--- src/rtl/imem_loader_if.sv ---
// Byte-stream input and instruction-memory write port of the program loader.
interface imem_loader_if;
    logic [7:0]  rx_data;
    logic        rx_valid;
    logic        we;
    logic [31:0] waddr;
    logic [31:0] wdata;

    modport master (
        input  rx_data, rx_valid,
        output we, waddr, wdata
    );

    modport slave (
        output rx_data, rx_valid,
        input  we, waddr, wdata
    );
endinterface

--- src/rtl/imem_loader.sv ---
// Loads a length-prefixed little-endian program image from a UART byte stream
// into instruction memory, holding the CPU in reset until the image is complete.
module imem_loader #(
    parameter int unsigned DEPTH_WORDS = 32768,
    parameter logic [31:0] BASE_ADDR   = 32'h0000_0000
) (
    input  logic         clk,
    input  logic         rst,
    input  logic         start,
    imem_loader_if.master bus,
    output logic         cpu_rst,
    output logic         busy,
    output logic         done,
    output logic         error
);

    typedef enum logic [1:0] {
        S_HDR,
        S_DATA,
        S_DONE,
        S_ERR
    } state_t;

    localparam logic [32:0] LAST_ADDR = {1'b0, BASE_ADDR} + 33'(DEPTH_WORDS - 1) * 33'd4;

    state_t      state, state_nx;
    logic [1:0]  byte_cnt;
    logic [31:0] word_idx;
    logic [31:0] count;
    logic [23:0] pack;
    logic [31:0] hdr_count;
    logic        last_word;

    // Header decision uses the count completed by the byte arriving this cycle.
    assign hdr_count = {bus.rx_data, count[23:0]};
    assign last_word = (word_idx == count - 32'd1);

    always_ff @(posedge clk or posedge rst) begin
        if (rst) state <= S_HDR;
        else     state <= state_nx;
    end

    always_comb begin
        state_nx = state;
        busy     = 1'b0;
        done     = 1'b0;
        error    = 1'b0;
        cpu_rst  = 1'b1;
        case (state)
            S_HDR: begin
                busy = 1'b1;
                if (bus.rx_valid && byte_cnt == 2'd3) begin
                    if (hdr_count == 32'd0)              state_nx = S_DONE;
                    else if (hdr_count > DEPTH_WORDS)    state_nx = S_ERR;
                    else                                 state_nx = S_DATA;
                end
            end
            S_DATA: begin
                busy = 1'b1;
                if (bus.rx_valid && byte_cnt == 2'd3 && last_word) state_nx = S_DONE;
            end
            S_DONE: begin
                done    = 1'b1;
                cpu_rst = 1'b0;
                if (start) state_nx = S_HDR;
            end
            S_ERR: begin
                error = 1'b1;
                if (start) state_nx = S_HDR;
            end
            default: state_nx = S_HDR;
        endcase
    end

    always_ff @(posedge clk or posedge rst) begin
        if (rst) begin
            byte_cnt  <= '0;
            word_idx  <= '0;
            count     <= '0;
            pack      <= '0;
            bus.we    <= 1'b0;
            bus.waddr <= BASE_ADDR;
            bus.wdata <= '0;
        end else begin
            assert (!LAST_ADDR[32] && BASE_ADDR[1:0] == 2'b00)
                else $error("imem_loader: BASE_ADDR misaligned or address range overflows");
            bus.we <= 1'b0;
            case (state)
                S_HDR: begin
                    if (bus.rx_valid) begin
                        count[{byte_cnt, 3'b000} +: 8] <= bus.rx_data;
                        byte_cnt <= byte_cnt + 2'd1;
                        if (byte_cnt == 2'd3) word_idx <= '0;
                    end
                end
                S_DATA: begin
                    if (bus.rx_valid) begin
                        byte_cnt <= byte_cnt + 2'd1;
                        case (byte_cnt)
                            2'd0: pack[7:0]   <= bus.rx_data;
                            2'd1: pack[15:8]  <= bus.rx_data;
                            2'd2: pack[23:16] <= bus.rx_data;
                            default: begin
                                bus.we    <= 1'b1;
                                bus.wdata <= {bus.rx_data, pack};
                                bus.waddr <= BASE_ADDR + (word_idx << 2);
                                word_idx  <= word_idx + 32'd1;
                            end
                        endcase
                    end
                end
                default: begin
                    if (start) begin
                        byte_cnt <= '0;
                        word_idx <= '0;
                        count    <= '0;
                    end
                end
            endcase
        end
    end

endmodule

--- src/flat_wrapper.sv ---
// flat-port wrapper written by rule: the top's interface ports become plain ports
module imem_loader_flat 
#(
    parameter int unsigned DEPTH_WORDS = 32768,
    parameter logic [31:0] BASE_ADDR   = 32'h0000_0000
)
  (clk, rst, start, cpu_rst, busy, done, error, bus_rx_data, bus_rx_valid, bus_we, bus_waddr, bus_wdata);
  imem_loader_if bus_i ();
  input  logic clk;
  input  logic rst;
  input  logic start;
  output logic cpu_rst;
  output logic busy;
  output logic done;
  output logic error;
  input wire logic [$bits(bus_i.rx_data)-1:0] bus_rx_data;
  input wire logic [$bits(bus_i.rx_valid)-1:0] bus_rx_valid;
  output wire logic [$bits(bus_i.we)-1:0] bus_we;
  output wire logic [$bits(bus_i.waddr)-1:0] bus_waddr;
  output wire logic [$bits(bus_i.wdata)-1:0] bus_wdata;
  assign bus_i.rx_data = bus_rx_data;
  assign bus_i.rx_valid = bus_rx_valid;
  assign bus_we = bus_i.we;
  assign bus_waddr = bus_i.waddr;
  assign bus_wdata = bus_i.wdata;
  imem_loader #(.DEPTH_WORDS(DEPTH_WORDS), .BASE_ADDR(BASE_ADDR)) u_core (.clk(clk), .rst(rst), .start(start), .bus(bus_i), .cpu_rst(cpu_rst), .busy(busy), .done(done), .error(error));
endmodule
--- config.mk ---
export PLATFORM = sky130hd
export DESIGN_NAME = imem_loader_flat
export DESIGN_NICKNAME = d
export VERILOG_FILES = /design/src/rtl/imem_loader_if.sv /design/src/rtl/imem_loader.sv /design/src/flat_wrapper.sv
export SDC_FILE = /design/constraint.sdc
export NUM_CORES = 1
export LEC_CHECK = 0
export CAP_MARGIN = 20
export CORE_MARGIN = 2
export CORE_UTILIZATION = 51
export DETAILED_ROUTE_END_ITERATION = 7
export PLACE_DENSITY = 0.76
export SLEW_MARGIN = 20
export SYNTH_ARGS = -nofsm -noshare
export SYNTH_HDL_FRONTEND = slang
export SYNTH_SLANG_ARGS = --single-unit
--- constraint.sdc ---
create_clock -name clk -period 4.65 [get_ports clk]
set_clock_uncertainty 0.2 [all_clocks]
set_input_delay 0.6975 -clock clk [delete_from_list [all_inputs] [get_ports clk]]
set_output_delay 0.6975 -clock clk [all_outputs]
set_load 0.02 [all_outputs]
**After elaboration in Yosys (flattened, before gate mapping)**

Cells that the tools add are included.

- Register bits after elaboration: 155
- Input bits: 12
- Output and inout bits: 69
- Logic and storage cells: 77

- Add/subtract/negate cells: 4
- Order comparisons: 1
- Equality and inequality tests: 15
- Shift operators: 2
- Mux-type cells: 24
- Bitwise logic cells: 2
- Reduce and logical (&&, ||, !) cells: 19

Operator list:

| operator | count |
|---|---|
| $mux W32 | 6 |
| $pmux W32 S2 | 2 |
| $add A32 B1 Y32 const B | 1 |
| $bwmux W32 | 1 |
| $eq A32 B32 Y1 | 1 |
| $gt A32 B16 Y1 const B | 1 |
| $logic_not A32 Y1 | 1 |
| $shift A8 B7 Y32 const A | 1 |
| $shiftx A8 B7 Y32 | 1 |
| $sub A32 B1 Y32 const B | 1 |
| $reduce_and A3 Y1 | 6 |
| $mux W2 | 7 |
| $ne A2 B1 Y1 const B | 5 |
| $eq A2 B2 Y1 const B | 4 |
| $mux W1 | 7 |
| $neg A5 Y7 | 1 |
| $ne A2 B2 Y1 const B | 3 |
| $pmux W2 S3 | 1 |
| $reduce_and A5 Y1 | 1 |
| $eq A2 B1 Y1 const B | 2 |
| $logic_not A2 Y1 | 2 |
| $reduce_bool A2 Y1 | 2 |
| $reduce_or A2 Y1 | 2 |
| $reduce_bool A3 Y1 | 1 |
| other kinds (5) | 7 |

**Logic depth before layout (Yosys ltp)**

Gate-level depths: netlist of the first run.

- Depth after elaboration: 5
- Gate-level depth with buffers: 11
- Depth with buffers taken out: 10

**Least setup slack after synthesis of the first run**

Ideal clock, no wire load.

- Path kind: register to register
- Start point: reg u_core.count[0]
- End point: reg u_core.state[0]
- Library setup time: 0.139 ns
- Data arrival time: 2.928 ns
- Required time: 4.311 ns
- Setup slack: 1.383 ns
- Stages on the path, launching flop included: 12
- Buffers on the path: 1
- Period minus slack after synthesis: 3.267 ns
- Cell sequence: dfrtp_1 -> inv_1 -> ha_1 -> or3b_1 -> clkbuf_1 -> or4_1 -> a211o_1 -> a22oi_2 -> o2111ai_1 -> or4_1 -> a311oi_2 -> o31ai_1

- Longest elaborated chain between the ends: 5
- Elaborated cells between the ends (all ways): 9
- Classes of those cells: 1 x add/sub; 2 x eq/ne; 3 x mux; 3 x reduce/logical

Ends and longest elaborated chain:

| item | RTL line | text |
|---|---|---|
| start: declaration | imem_loader.sv:29 | `logic [31:0] count;` |
| start signal: indexed assignment | imem_loader.sv:91 | `count[{byte_cnt, 3'b000} +: 8] <= bus.rx_data;` |
| $sub A32 B1 Y32 | imem_loader.sv:36 | `assign last_word = (word_idx == count - 32'd1);` |
| $eq A32 B32 Y1 | imem_loader.sv:36 |  |
| $logic_and A1 B1 Y1 | imem_loader.sv:60 | `if (bus.rx_valid && byte_cnt == 2'd3 && last_word) state_nx = S_DONE;` |
| $ne A2 B1 Y1 (no source line) | n/a |  |
| $reduce_and A3 Y1 (no source line) | n/a |  |
| end signal: assignment | imem_loader.sv:40 | `else state <= state_nx;` |
| end: declaration | imem_loader.sv:26 | `state_t state, state_nx;` |

Parallel ways exist; a longest one is shown, timed or not. The select of a mux whose other input is x is not followed.
A chain may end at the register's enable or synchronous reset.

**Worst setup path in the final report of the first run**

Same ends and word-level chain as after synthesis.

==> results of run 1 <==
cell families after synthesis:
kind of cell,count (synthesis),synth area share [%]
buffers and inverters,55,3.10
AND/OR/NAND/NOR,232,15.4
multiplexers,87,13.0
adder cells (fa/ha/maj),9,1.49
AO/OA/AOI/OAI,75,7.02
flip-flops,155,51.4
other,1,0.0497
XOR/XNOR,74,8.59
worst max-delay path: stages, from the launching register on:
cell                        delay (ps)
sky130_fd_sc_hd__dfrtp_1           440
sky130_fd_sc_hd__inv_1             110
sky130_fd_sc_hd__ha_1              200
sky130_fd_sc_hd__or3b_1            480
sky130_fd_sc_hd__or4_1             510
sky130_fd_sc_hd__a211o_1           280
sky130_fd_sc_hd__a22oi_2           120
sky130_fd_sc_hd__o2111ai_1         110
sky130_fd_sc_hd__or4_1             540
sky130_fd_sc_hd__a311oi_2          320
sky130_fd_sc_hd__o31ai_1           110
metal layers:
layer  share of wire, %  wire length (um)  track usage (%)
met1                 44              7710             31.4
met2                 48              8410             37.0
met5                  0                 0                0
met4                1.9               332             8.95
met3                5.9              1030             6.37
state kept, by name, indices dropped and copies added, names as in the netlist:
register / flops
u_core.count: 32
u_core.state: 2
u_core.pack: 24
u_core.bus.waddr: 30
u_core.bus.we: 1
u_core.bus.wdata: 32
u_core.word_idx: 32
u_core.byte_cnt: 2
final cells by class:
cell class | count | area (um^2) | share of cell area, %
flip-flops and latches | 155 | 3880 | 42.8
multi-input cells | 479 | 3450 | 38.0
repair buffers | 85 | 858 | 9.47
clock buffers | 21 | 470 | 5.19
well taps | 184 | 230 | 2.54
clock inverters | 11 | 133 | 1.46
inverters | 11 | 45.0 | 0.497
power by group through the flow:
stage               clock, uW  combinational (uW)  sequential [uW]
floorplan                   0                 537             2000
global placement            0                1150             1830
detailed placement          0                1180             1850
CTS                      1430                1190             1830
global route             1490                1260             1870
finish                   1400                1170             1830
cells in the mapped netlist (all sizes together), types with 2 or more instances:
master,instances
o2111ai,3
nand4,13
and4,2
buf,8
a21oi,10
or4,5
nor4,12
nand3,32
a41oi,2
o21ai,20
clkbuf,36
nand2b,2
nor4b,2
o211ai,2
nor3b,4
o31ai,3
ha,9
inv,11
and3,7
dfrtp,155
o31a,2
nand4b,2
a31oi,6
xnor2,38
a22o,16
xor2,36
nor3,20
or3,11
nand2,59
and2,2
nor2,50
mux2,86
nor2b,3
path summary, 6_finish.rpt:
path | startpoint | to | slack [ps]
worst max-delay path | u_core.count[0]$_DFFE_PP0P_ | u_core.state[0]$_DFFE_PP0P_ | 1080
worst min-delay path | u_core.bus.waddr[12]$_DFFE_PP0P_ | u_core.bus.waddr[12]$_DFFE_PP0P_ | 290
worst max register to register | u_core.count[0]$_DFFE_PP0P_ | u_core.state[0]$_DFFE_PP0P_ | 1080
worst min register to register | u_core.bus.waddr[12]$_DFFE_PP0P_ | u_core.bus.waddr[12]$_DFFE_PP0P_ | 290
max in group asynchronous | rst | u_core.bus.wdata[28]$_DFFE_PP0P_ | 3010
min in group asynchronous | rst | u_core.bus.wdata[9]$_DFFE_PP0P_ | 660
metrics by stage:
| step | cells | cell area (um^2) | utilization [%] | power [uW] |
|---|---|---|---|---|
| finish | 946 | 9060 | 62.6 | 4410 |
| global route | 946 | 9060 | 62.6 | 4620 |
| CTS | 946 | 9060 | 62.5 | 4460 |
| detailed placement | 914 | 8450 | 58.4 | 3030 |
| global placement | 914 | 8450 | 58.4 | 2980 |
| floorplan | 689 | 7550 | - | 2530 |
==> results.md, run 1 <==
* Setup TNS at 0 ps
* Fraction of layout cells with a size suffix above 1 at 17.5%
* Net total in the final layout at 770
* Overall overflow remaining after global route at 0
* Count of filler cells inserted in the layout at 1154
* Ratio of total power to cell area at 486 mW/mm^2
* Commonest register cell after synthesis: sky130_fd_sc_hd__dfrtp_1
* Fraction of post-synthesis cell area in the top cell type by area at 51.4%
* Buffers from clock root to sink, at most at 2
* Synthesis warning total at 0
* Number of hold buffers added after CTS at 0
* Hold Crit Depth at 2
* EDFF count, synth at 0
* Register bit total from synthesis at 155
* Diode insertion count for antenna repair at 0
* Max-cap violation count at 0
* R2R depth at 10
* Netlist Area Pre-Place at 0.00754 mm^2
* Share of synthesized registers carrying an async set or reset at 100%
* Total half-perimeter wirelength after legalization and detailed placement at 12.3 mm
* Deepest level of the CTS H-tree at 4
* Arrival time at the worst endpoint at 3660 ps
* Overall die width at 126 um
* Leakage power at 0.00407 uW
* Post-CTS clock slew at the launch and capture registers of the worst setup and hold paths at 60 ps
* Number of core rows at 44
* Post-route antenna net violation count at 0
* Proportion of power drawn by flip-flops and latches at 41.5%
* Hold/Removal Path Class: flop to flop
* Y dimension of the die at 126 um
* Count of distinct cell types in the synthesized netlist at 57
* Number of buffers added by the clock tree synthesis step at 17
* Largest driver fanout on the critical path at 6
* Most common cell after layout, fill and taps aside: sky130_fd_sc_hd__dfrtp_1
* Initial Utilization at 52.1%
* First-pass GRT wire length at 29.3 mm
* Run status: complete, no violations
* Clock sink count at 155
* Crit path time final at 3570 ps
* Clock Power Share at 31.8%
* I/O pin count at 81
* Commonest non-fill, non-tap cells in the layout: 155 x sky130_fd_sc_hd__dfrtp_1, 86 x sky130_fd_sc_hd__mux2_2, 78 x sky130_fd_sc_hd__clkdlybuf4s50_1
* Sw Share at 29.5%
* GRT Resource Usage Total at 23.5%
* Root buf cell: sky130_fd_sc_hd__clkbuf_16
* Crit share post-route at 76.8%
* Vias in the first global route at 5571
* Sequential element share of the synthesized area at 51.4%
* Peak supply drop at 0.000393 V
* Setup repair after global routing missed its margin: no
* Worst Tran Pin Value at 1100 ps
* Number of antenna violations at the first check in global routing at 0
* CORE AREA at 0.0145 mm^2
* Biggest area contributors in the synthesized netlist: sky130_fd_sc_hd__dfrtp_1 51%, sky130_fd_sc_hd__mux2_2 13%, sky130_fd_sc_hd__xnor2_1 4.4%
* Final critical-path setup slack at 1080 ps
* Global placer's final weighted congestion at 0.956
* Clock Latency Late Sink at 430 ps
* Sw power at 1300 uW
* Fin. max-slew vios at 0
* Placement Setup Slack at 981 ps
* Kind of end point of the critical path: flop
* Final-report hold violation count at 0
* Detailed-route wire length at 17.5 mm
* Hold slack at 287 ps
* IO Port Bufs at 78
* Comb power frac at 26.6%
* Mean area per synthesized cell at 11.0 um^2
* Internal Pwr Total at 3100 uW
* Synthesized netlist cell count at 688
* Startpoint type of the worst setup path: flop
* Area leader, netlist: sky130_fd_sc_hd__dfrtp_1
* Normalized max-slew margin at 26.8%
* Post-CTS resize count at 0
* Worst path required time at 4740 ps
* Total via count in the routed design at 5447
* Pin count of the biggest net entering global routing at 156
* Die Footprint at 0.0158 mm^2
* Detailed Routing Iterations Pass 1 at 5
* Type of the worst setup path: flop to flop
* Wire per inst at 18.5 um
* DRT iter0 DRCs at 311
* Synth-to-Final Area Change at 20.1%
* Clock tree from TritonCTS: yes
* Remaining DRCs at 0
* # setup viols final at 0
* Via density per instance at 5.76
* Maximum frequency from static timing analysis at 280 MHz
* Post-CTS setup buffer count at 0
Note: power is estimated with default switching activity, not from simulation.
==> inputs of run 2 (changes only) <==
Clock period 4.65 ns to 3.2 ns, I/O delays scaled along.
==> run 2 against run 1 <==
Via count increased by 4.1%; worst setup slack got worse by 1100 ps; combinational power is 52% higher; first-iteration DRC count increased by 18%; sequential power increased by 45%; die area is the same; core utilization increased by 3.0 points; non-clock buffer count increased by 55; final cell count is 5.8% higher; critical endpoint is now u_core.state[1]$_DFFE_PP0P_; largest cell class unchanged.
==> results.md, run 2 (synthesized netlist as in run 1, its figures left out) <==
* Post-route antenna net violation count at 0 (unchanged)
* Most common cell after layout, fill and taps aside: sky130_fd_sc_hd__dfrtp_1 (unchanged)
* Diode insertion count for antenna repair at 0 (unchanged)
* Overall overflow remaining after global route at 0 (unchanged)
* Root buf cell: sky130_fd_sc_hd__clkbuf_16 (unchanged)
* Net total in the final layout at 825 (was 770)
* Sw Share at 31.3% (was 29.5%)
* Fin. max-slew vios at 0 (unchanged)
* Type of the worst setup path: flop to flop (unchanged)
* Setup repair after global routing missed its margin: yes (was no)
* Number of core rows at 44 (unchanged)
* Run status: complete, no violations (unchanged)
* Placed cell areas at 0.00887 mm^2 (was 0.00845 mm^2)
* Deepest level of the CTS H-tree at 4 (unchanged)
* Final-report hold violation count at 0 (unchanged)
* Post-CTS clock slew at the launch and capture registers of the worst setup and hold paths at 70 ps (was 60 ps)
* Arrival time at the worst endpoint at 3350 ps (was 3660 ps)
* Synth-to-Final Area Change at 25.9% (was 20.1%)
* Initial Utilization at 52.1% (unchanged)
* Commonest non-fill, non-tap cells in the layout: 155 x sky130_fd_sc_hd__dfrtp_1, 86 x sky130_fd_sc_hd__mux2_2, 78 x sky130_fd_sc_hd__clkdlybuf4s50_1 (unchanged)
* Total via count in the routed design at 5672 (was 5447)
* Reg2reg start: u_core.count[0]$_DFFE_PP0P_ (unchanged)
* I/O pin count at 81 (unchanged)
* Post-Layout Inst Area at 0.00950 mm^2 (was 0.00906 mm^2)
* RR Endpoint: u_core.state[1]$_DFFE_PP0P_ (was u_core.state[0]$_DFFE_PP0P_)
* Flop-to-flop setup slack at 5 ps (was 1080 ps)
* Leakage power at 0.00434 uW (was 0.00407 uW)
* Proportion of power drawn by flip-flops and latches at 41.7% (was 41.5%)
* Setup TNS at 0 ps (unchanged)
* Vias in the first global route at 5792 (was 5571)
* Largest registers: u_core.bus.wdata (32), u_core.count (32), u_core.word_idx (32) (unchanged)
* Clock Latency Late Sink at 420 ps (was 430 ps)
* Met3 Routed Length at 896 um (was 1.03 mm)
* Detailed Routing Iterations Pass 1 at 4 (was 5)
* Normalized max-slew margin at 46.8% (was 26.8%)
* Highest signal layer in the routed design: met4 (unchanged)
* Wire length on met1 at 8.44 mm (was 7.71 mm)
* Clock tree from TritonCTS: yes (unchanged)
* DRT iter0 DRCs at 367 (was 311)
* Worst path required time at 3360 ps (was 4740 ps)
* Clock Power Share at 30.3% (was 31.8%)
* Crit share post-route at 99.9% (was 76.8%)
* Startpoint type of the worst setup path: flop (unchanged)
* Number of antenna violations at the first check in global routing at 0 (unchanged)
* Count of filler cells inserted in the layout at 1134 (was 1154)
* Largest driver fanout on the critical path at 2 (was 6)
* Detailed-route wire length at 18.7 mm (was 17.5 mm)
* Clock sink count at 155 (unchanged)
* GRT Resource Usage Total at 24.7% (was 23.5%)
* Via density per instance at 5.67 (was 5.76)
* # setup viols final at 0 (unchanged)
* Overall die width at 126 um (unchanged)
* CORE AREA at 0.0145 mm^2 (unchanged)
* Global placer's final weighted congestion at 0.905 (was 0.956)
* Length of routed met2 wiring at 8.82 mm (was 8.41 mm)
* Comb power frac at 28.0% (was 26.6%)
* Buffers from clock root to sink, at most at 2 (unchanged)
* Number of buffers added by the clock tree synthesis step at 17 (unchanged)
* Pin count of the biggest net entering global routing at 69 (was 156)
* Max-cap violation count at 0 (unchanged)
* Internal Pwr Total at 4360 uW (was 3100 uW)
* Crit path time final at 3200 ps (was 3570 ps)
* Worst Tran Pin Value at 795 ps (was 1100 ps)
* IO Port Bufs at 78 (unchanged)
* Kind of end point of the critical path: flop (unchanged)
* Wire per inst at 18.6 um (was 18.5 um)
* Die Footprint at 0.0158 mm^2 (unchanged)
* Fraction of layout cells with a size suffix above 1 at 24.0% (was 17.5%)
* Peak supply drop at 0.000497 V (was 0.000393 V)
* Y dimension of the die at 126 um (unchanged)
* Hold/Removal Path Class: primary input to async pin (was flop to flop)
* Maximum frequency from static timing analysis at 313 MHz (was 280 MHz)
* Ratio of total power to cell area at 668 mW/mm^2 (was 486 mW/mm^2)
* R2R depth at 10 (unchanged)
* Sw power at 1980 uW (was 1300 uW)
* Remaining DRCs at 0 (unchanged)
* Number of hold buffers added after CTS at 0 (unchanged)
* Total half-perimeter wirelength after legalization and detailed placement at 13.4 mm (was 12.3 mm)
* First-pass GRT wire length at 30.5 mm (was 29.3 mm)
[run 2: power by group through the flow]
stage / registers, uW / clock network [uW] / logic, uW
detailed placement: 2670 / 0 / 1780
CTS: 2640 / 1960 / 1800
floorplan: 2900 / 0 / 781
global placement: 2640 / 0 / 1730
global route: 2700 / 2050 / 1900
finish: 2650 / 1920 / 1780
[run 2: what timing repair did]
action / CTS / global route
cloned: 0 / 0
buffers inserted: 2 / 0
resized for setup: 5 / 5
setup endpoints to repair: 2 / 2
pin swaps: 2 / 0
[run 2: final cells by class]
| type | instances | area [um^2] | area share, % |
|---|---|---|---|
| Tap cell | 184 | 230 | 2.42 |
| Inverter | 11 | 45.0 | 0.474 |
| Multi-Input combinational cell | 479 | 3490 | 36.7 |
| Sequential cell | 155 | 3880 | 40.8 |
| Timing Repair Buffer | 140 | 1280 | 13.5 |
| Clock buffer | 18 | 439 | 4.62 |
| Clock inverter | 14 | 134 | 1.41 |
[run 2: how the worst max path moves through the flow]
stage	from	end	cells after the start
6_report	u_core.count[0]$_DFFE_PP0P_	u_core.state[1]$_DFFE_PP0P_	10
3_5_place_dp	u_core.count[1]$_DFFE_PP0P_	u_core.state[0]$_DFFE_PP0P_	10
2_1_floorplan	u_core.count[0]$_DFFE_PP0P_	u_core.state[0]$_DFFE_PP0P_	11
3_3_place_gp	u_core.count[0]$_DFFE_PP0P_	u_core.state[0]$_DFFE_PP0P_	10
5_1_grt	u_core.count[0]$_DFFE_PP0P_	u_core.state[1]$_DFFE_PP0P_	10
4_1_cts	u_core.count[0]$_DFFE_PP0P_	u_core.state[1]$_DFFE_PP0P_	10
[run 2: metrics by stage]
| step | power (uW) | util, % | std cells | hold slack (ps) | setup slack [ps] |
|---|---|---|---|---|---|
| 2_1_floorplan | 3680 | - | 689 | 260 | 9.24 |
| 3_5_place_dp | 4450 | 61.2 | 967 | 286 | -123 |
| 4_1_cts | 6410 | 65.4 | 1001 | 292 | -9.57 |
| 3_3_place_gp | 4370 | 61.2 | 967 | 271 | -29.3 |
| 5_1_grt | 6650 | 65.6 | 1001 | 314 | -126 |
| 6_report | 6350 | 65.6 | 1001 | 290 | 4.68 |
[run 2: critical path, stage by stage, from the launching register on]
cell and delay [ps]:
sky130_fd_sc_hd__dfrtp_1 390, sky130_fd_sc_hd__inv_2 90, sky130_fd_sc_hd__ha_4 130, sky130_fd_sc_hd__or3b_4 380, sky130_fd_sc_hd__or4_1 470, sky130_fd_sc_hd__a211o_1 300, sky130_fd_sc_hd__a22oi_2 140, sky130_fd_sc_hd__o2111ai_1 130
sky130_fd_sc_hd__or4_1 440, sky130_fd_sc_hd__a311oi_2 300, sky130_fd_sc_hd__o31a_1 190
[run 2: routing by layer]
| layer | track usage, % | up-vias |
|---|---|---|
| li1 | - | 2668 |
| met1 | 32.8 | 2826 |
| met2 | 39.2 | 143 |
| met3 | 6.33 | 35 |
| met4 | 9.41 | 0 |
| met5 | 0 | - |
==> inputs of run 3 (changes only) <==
Settings changed: SETUP_SLACK_MARGIN set to 0.15.
==> run 3 against run 2 <==
The run now ends with setup timing left; combinational power decreased by 3%; non-clock buffer count fell by 3; flip-flop and latch count unchanged; sequential share of layout area about the same; wire length down 1.6%; first-iteration DRC count is 33% higher; register-to-register slack lost 40 ps; sequential power barely moved; critical endpoint is now u_core.state[0]$_DFFE_PP0P_; highest routed layer unchanged.
==> results.md, run 3 (synthesized netlist as in run 1, its figures left out) <==
* Detailed Routing Iterations Pass 1 at 5 (was 4)
* Synth-to-Final Area Change at 25.8% (was 25.9%)
* Number of antenna violations at the first check in global routing at 0 (unchanged)
* Most common cell after layout, fill and taps aside: sky130_fd_sc_hd__dfrtp_1 (unchanged)
* Remaining DRCs at 0 (unchanged)
* Final critical-path setup slack at -35.0 ps (was 4.68 ps)
* Global placer's final weighted congestion at 0.958 (was 0.905)
* Worst Tran Pin Value at 844 ps (was 795 ps)
* CP startpoint: u_core.count[1]$_DFFE_PP0P_ (was u_core.count[0]$_DFFE_PP0P_)
* DRT iter0 DRCs at 488 (was 367)
* Crit path time final at 3230 ps (was 3200 ps)
* Via density per instance at 5.72 (was 5.67)
* # setup viols final at 2 (was 0)
* RR Endpoint: u_core.state[0]$_DFFE_PP0P_ (was u_core.state[1]$_DFFE_PP0P_)
* Worst path required time at 3290 ps (was 3360 ps)
* Hold Crit Depth at 2
* Vias in the first global route at 5775 (was 5792)
* Total half-perimeter wirelength after legalization and detailed placement at 12.9 mm (was 13.4 mm)
* Startpoint type of the worst setup path: flop (unchanged)
* Peak supply drop at 0.000604 V (was 0.000497 V)
* Number of buffers added by the clock tree synthesis step at 17 (unchanged)
* Kind of end point of the critical path: flop (unchanged)
* Largest driver fanout on the critical path at 2 (unchanged)
* Hold/Removal Path Class: flop to flop (was primary input to async pin)
* Total via count in the routed design at 5703 (was 5672)
* Y dimension of the die at 126 um (unchanged)
* Final core utilization at 65.6% (about the same)
* Overall overflow remaining after global route at 0 (unchanged)
* First-pass GRT wire length at 30.0 mm (was 30.5 mm)
* Largest registers: u_core.bus.wdata (32), u_core.count (32), u_core.word_idx (32) (unchanged)
* Pin count of the biggest net entering global routing at 86 (was 69)
* Area taken by flip-flops and latches at 0.00388 mm^2 (unchanged)
* Fraction of layout cells with a size suffix above 1 at 23.9% (was 24.0%)
* Die Footprint at 0.0158 mm^2 (unchanged)
* Detailed-route wire length at 18.4 mm (was 18.7 mm)
* Fin. max-slew vios at 0 (unchanged)
* Buffers from clock root to sink, at most at 2 (unchanged)
* Count of filler cells inserted in the layout at 1115 (was 1134)
* Setup repair after global routing missed its margin: yes (unchanged)
* Type of the worst setup path: flop to flop (unchanged)
* Deepest level of the CTS H-tree at 4 (unchanged)
* Reg2reg start: u_core.count[1]$_DFFE_PP0P_ (was u_core.count[0]$_DFFE_PP0P_)
* Net total in the final layout at 822 (was 825)
* Setup TNS at -43.2 ps (was 0 ps)
* Flop-to-flop setup slack at -30 ps (was 5 ps)
* CORE AREA at 0.0145 mm^2 (unchanged)
* Clock Latency Late Sink at 430 ps (was 420 ps)
* Run status: complete, but fails checks (was complete, no violations)
* I/O pin count at 81 (unchanged)
* Normalized max-slew margin at 43.3% (was 46.8%)
* Final-report hold violation count at 0 (unchanged)
* Arrival time at the worst endpoint at 3330 ps (was 3350 ps)
* Post-route antenna net violation count at 0 (unchanged)
* Wire per inst at 18.4 um (was 18.6 um)
* Diode insertion count for antenna repair at 0 (unchanged)
* R2R depth at 10 (unchanged)
* Ratio of total power to cell area at 669 mW/mm^2 (was 668 mW/mm^2)
* Overall die width at 126 um (unchanged)
* Failing checks: setup timing
* Clock tree from TritonCTS: yes (unchanged)
* GRT Resource Usage Total at 24.1% (was 24.7%)
* Max-cap violation count at 0 (unchanged)
* Number of core rows at 44 (unchanged)
* Root buf cell: sky130_fd_sc_hd__clkbuf_16 (unchanged)
* Crit share post-route at 101% (was 99.9%)
* Leakage power at 0.00433 uW (was 0.00434 uW)
* Total power after layout at 6360 uW (was 6350 uW)
* Clock sink count at 155 (unchanged)
* CP Capture Point: u_core.state[0]$_DFFE_PP0P_ (was u_core.state[1]$_DFFE_PP0P_)
* Area of the multi-input gates at 0.00350 mm^2 (was 0.00349 mm^2)
* Commonest non-fill, non-tap cells in the layout: 155 x sky130_fd_sc_hd__dfrtp_1, 86 x sky130_fd_sc_hd__mux2_2, 78 x sky130_fd_sc_hd__clkdlybuf4s50_1 (unchanged)
* Maximum frequency from static timing analysis at 309 MHz (was 313 MHz)
* Initial Utilization at 52.1% (unchanged)
* Post-CTS clock slew at the launch and capture registers of the worst setup and hold paths at 60 ps (was 70 ps)
* IO Port Bufs at 78 (unchanged)
-- run 3: cell count changes in the layout (fill, tap and decap cells not counted), moves of 2 or more --
cell	previous run	this run
sky130_fd_sc_hd__buf_4	59	56
sky130_fd_sc_hd__clkbuf_1	0	2
sky130_fd_sc_hd__bufinv_16	0	2
sky130_fd_sc_hd__inv_8	3	0
sky130_fd_sc_hd__clkinv_4	4	2
sky130_fd_sc_hd__clkinvlp_4	4	6
-- run 3: power by group --
part / internal (uW) / switching (uW) / leakage [uW]
Sequential: 2390 / 268 / 0.00203
Clock: 1150 / 815 / 0.000263
Combinational: 919 / 813 / 0.00203
-- run 3: repair_timing --
action	in CTS	in global routing
hold buffers	0	0
gates resized for setup	6	8
setup endpoints to repair	2	2
pin swaps	4	3
setup buffers	3	0
-- run 3: worst max-delay path: stages, from the launching register on --
cell                        delay (ps)
sky130_fd_sc_hd__dfrtp_1           390
sky130_fd_sc_hd__inv_2              80
sky130_fd_sc_hd__ha_4              130
sky130_fd_sc_hd__or3b_4            380
sky130_fd_sc_hd__or4_4             470
sky130_fd_sc_hd__a211o_1           300
sky130_fd_sc_hd__a22oi_2           120
sky130_fd_sc_hd__o2111ai_1         120
sky130_fd_sc_hd__or4_1             430
sky130_fd_sc_hd__a311oi_2          360
sky130_fd_sc_hd__o31ai_1           110
-- run 3: worst min-delay path by stage --
stage / endpoint / start / slack, ps
after global placement: u_core.bus.waddr[12]$_DFFE_PP0P_ / u_core.bus.waddr[12]$_DFFE_PP0P_ / 270
final: u_core.bus.waddr[12]$_DFFE_PP0P_ / u_core.bus.waddr[12]$_DFFE_PP0P_ / 300
after detailed placement: u_core.bus.waddr[12]$_DFFE_PP0P_ / u_core.bus.waddr[12]$_DFFE_PP0P_ / 290
after global routing: u_core.bus.waddr[22]$_DFFE_PP0P_ / u_core.bus.waddr[22]$_DFFE_PP0P_ / 320
after floorplan: u_core.count[31]$_DFFE_PP0P_ / u_core.count[31]$_DFFE_PP0P_ / 260
after CTS: u_core.bus.waddr[12]$_DFFE_PP0P_ / u_core.bus.waddr[12]$_DFFE_PP0P_ / 300
-- run 3: routing by layer --
layer  track usage [%]  routed length (um)  share of wire [%]
met5                 0                   0                  0
met4              10.2                 529                2.9
met3              5.40                1020                5.6
met2              38.7                8800                 48
met1              31.9                8010                 44
-- run 3: cell type report --
class,count,share of cell area (%)
Clock inverter,12,1.49
Sequential cell,155,40.9
Inverter,11,0.474
Multi-Input combinational cell,479,36.9
Clock buffer,19,4.56
Tap cell,184,2.42
Timing Repair Buffer,137,13.3
-- run 3: metrics by stage --
stage / setup WS [ps] / instance area (um^2) / cells / hold slack [ps]
finish: -35.0 / 9490 / 997 / 300
global route: -139 / 9490 / 997 / 317
CTS: 1.67 / 9460 / 997 / 303
detailed placement: -89.4 / 8840 / 963 / 287
global placement: -10.3 / 8840 / 963 / 269
floorplan: 13.7 / 7560 / 689 / 260
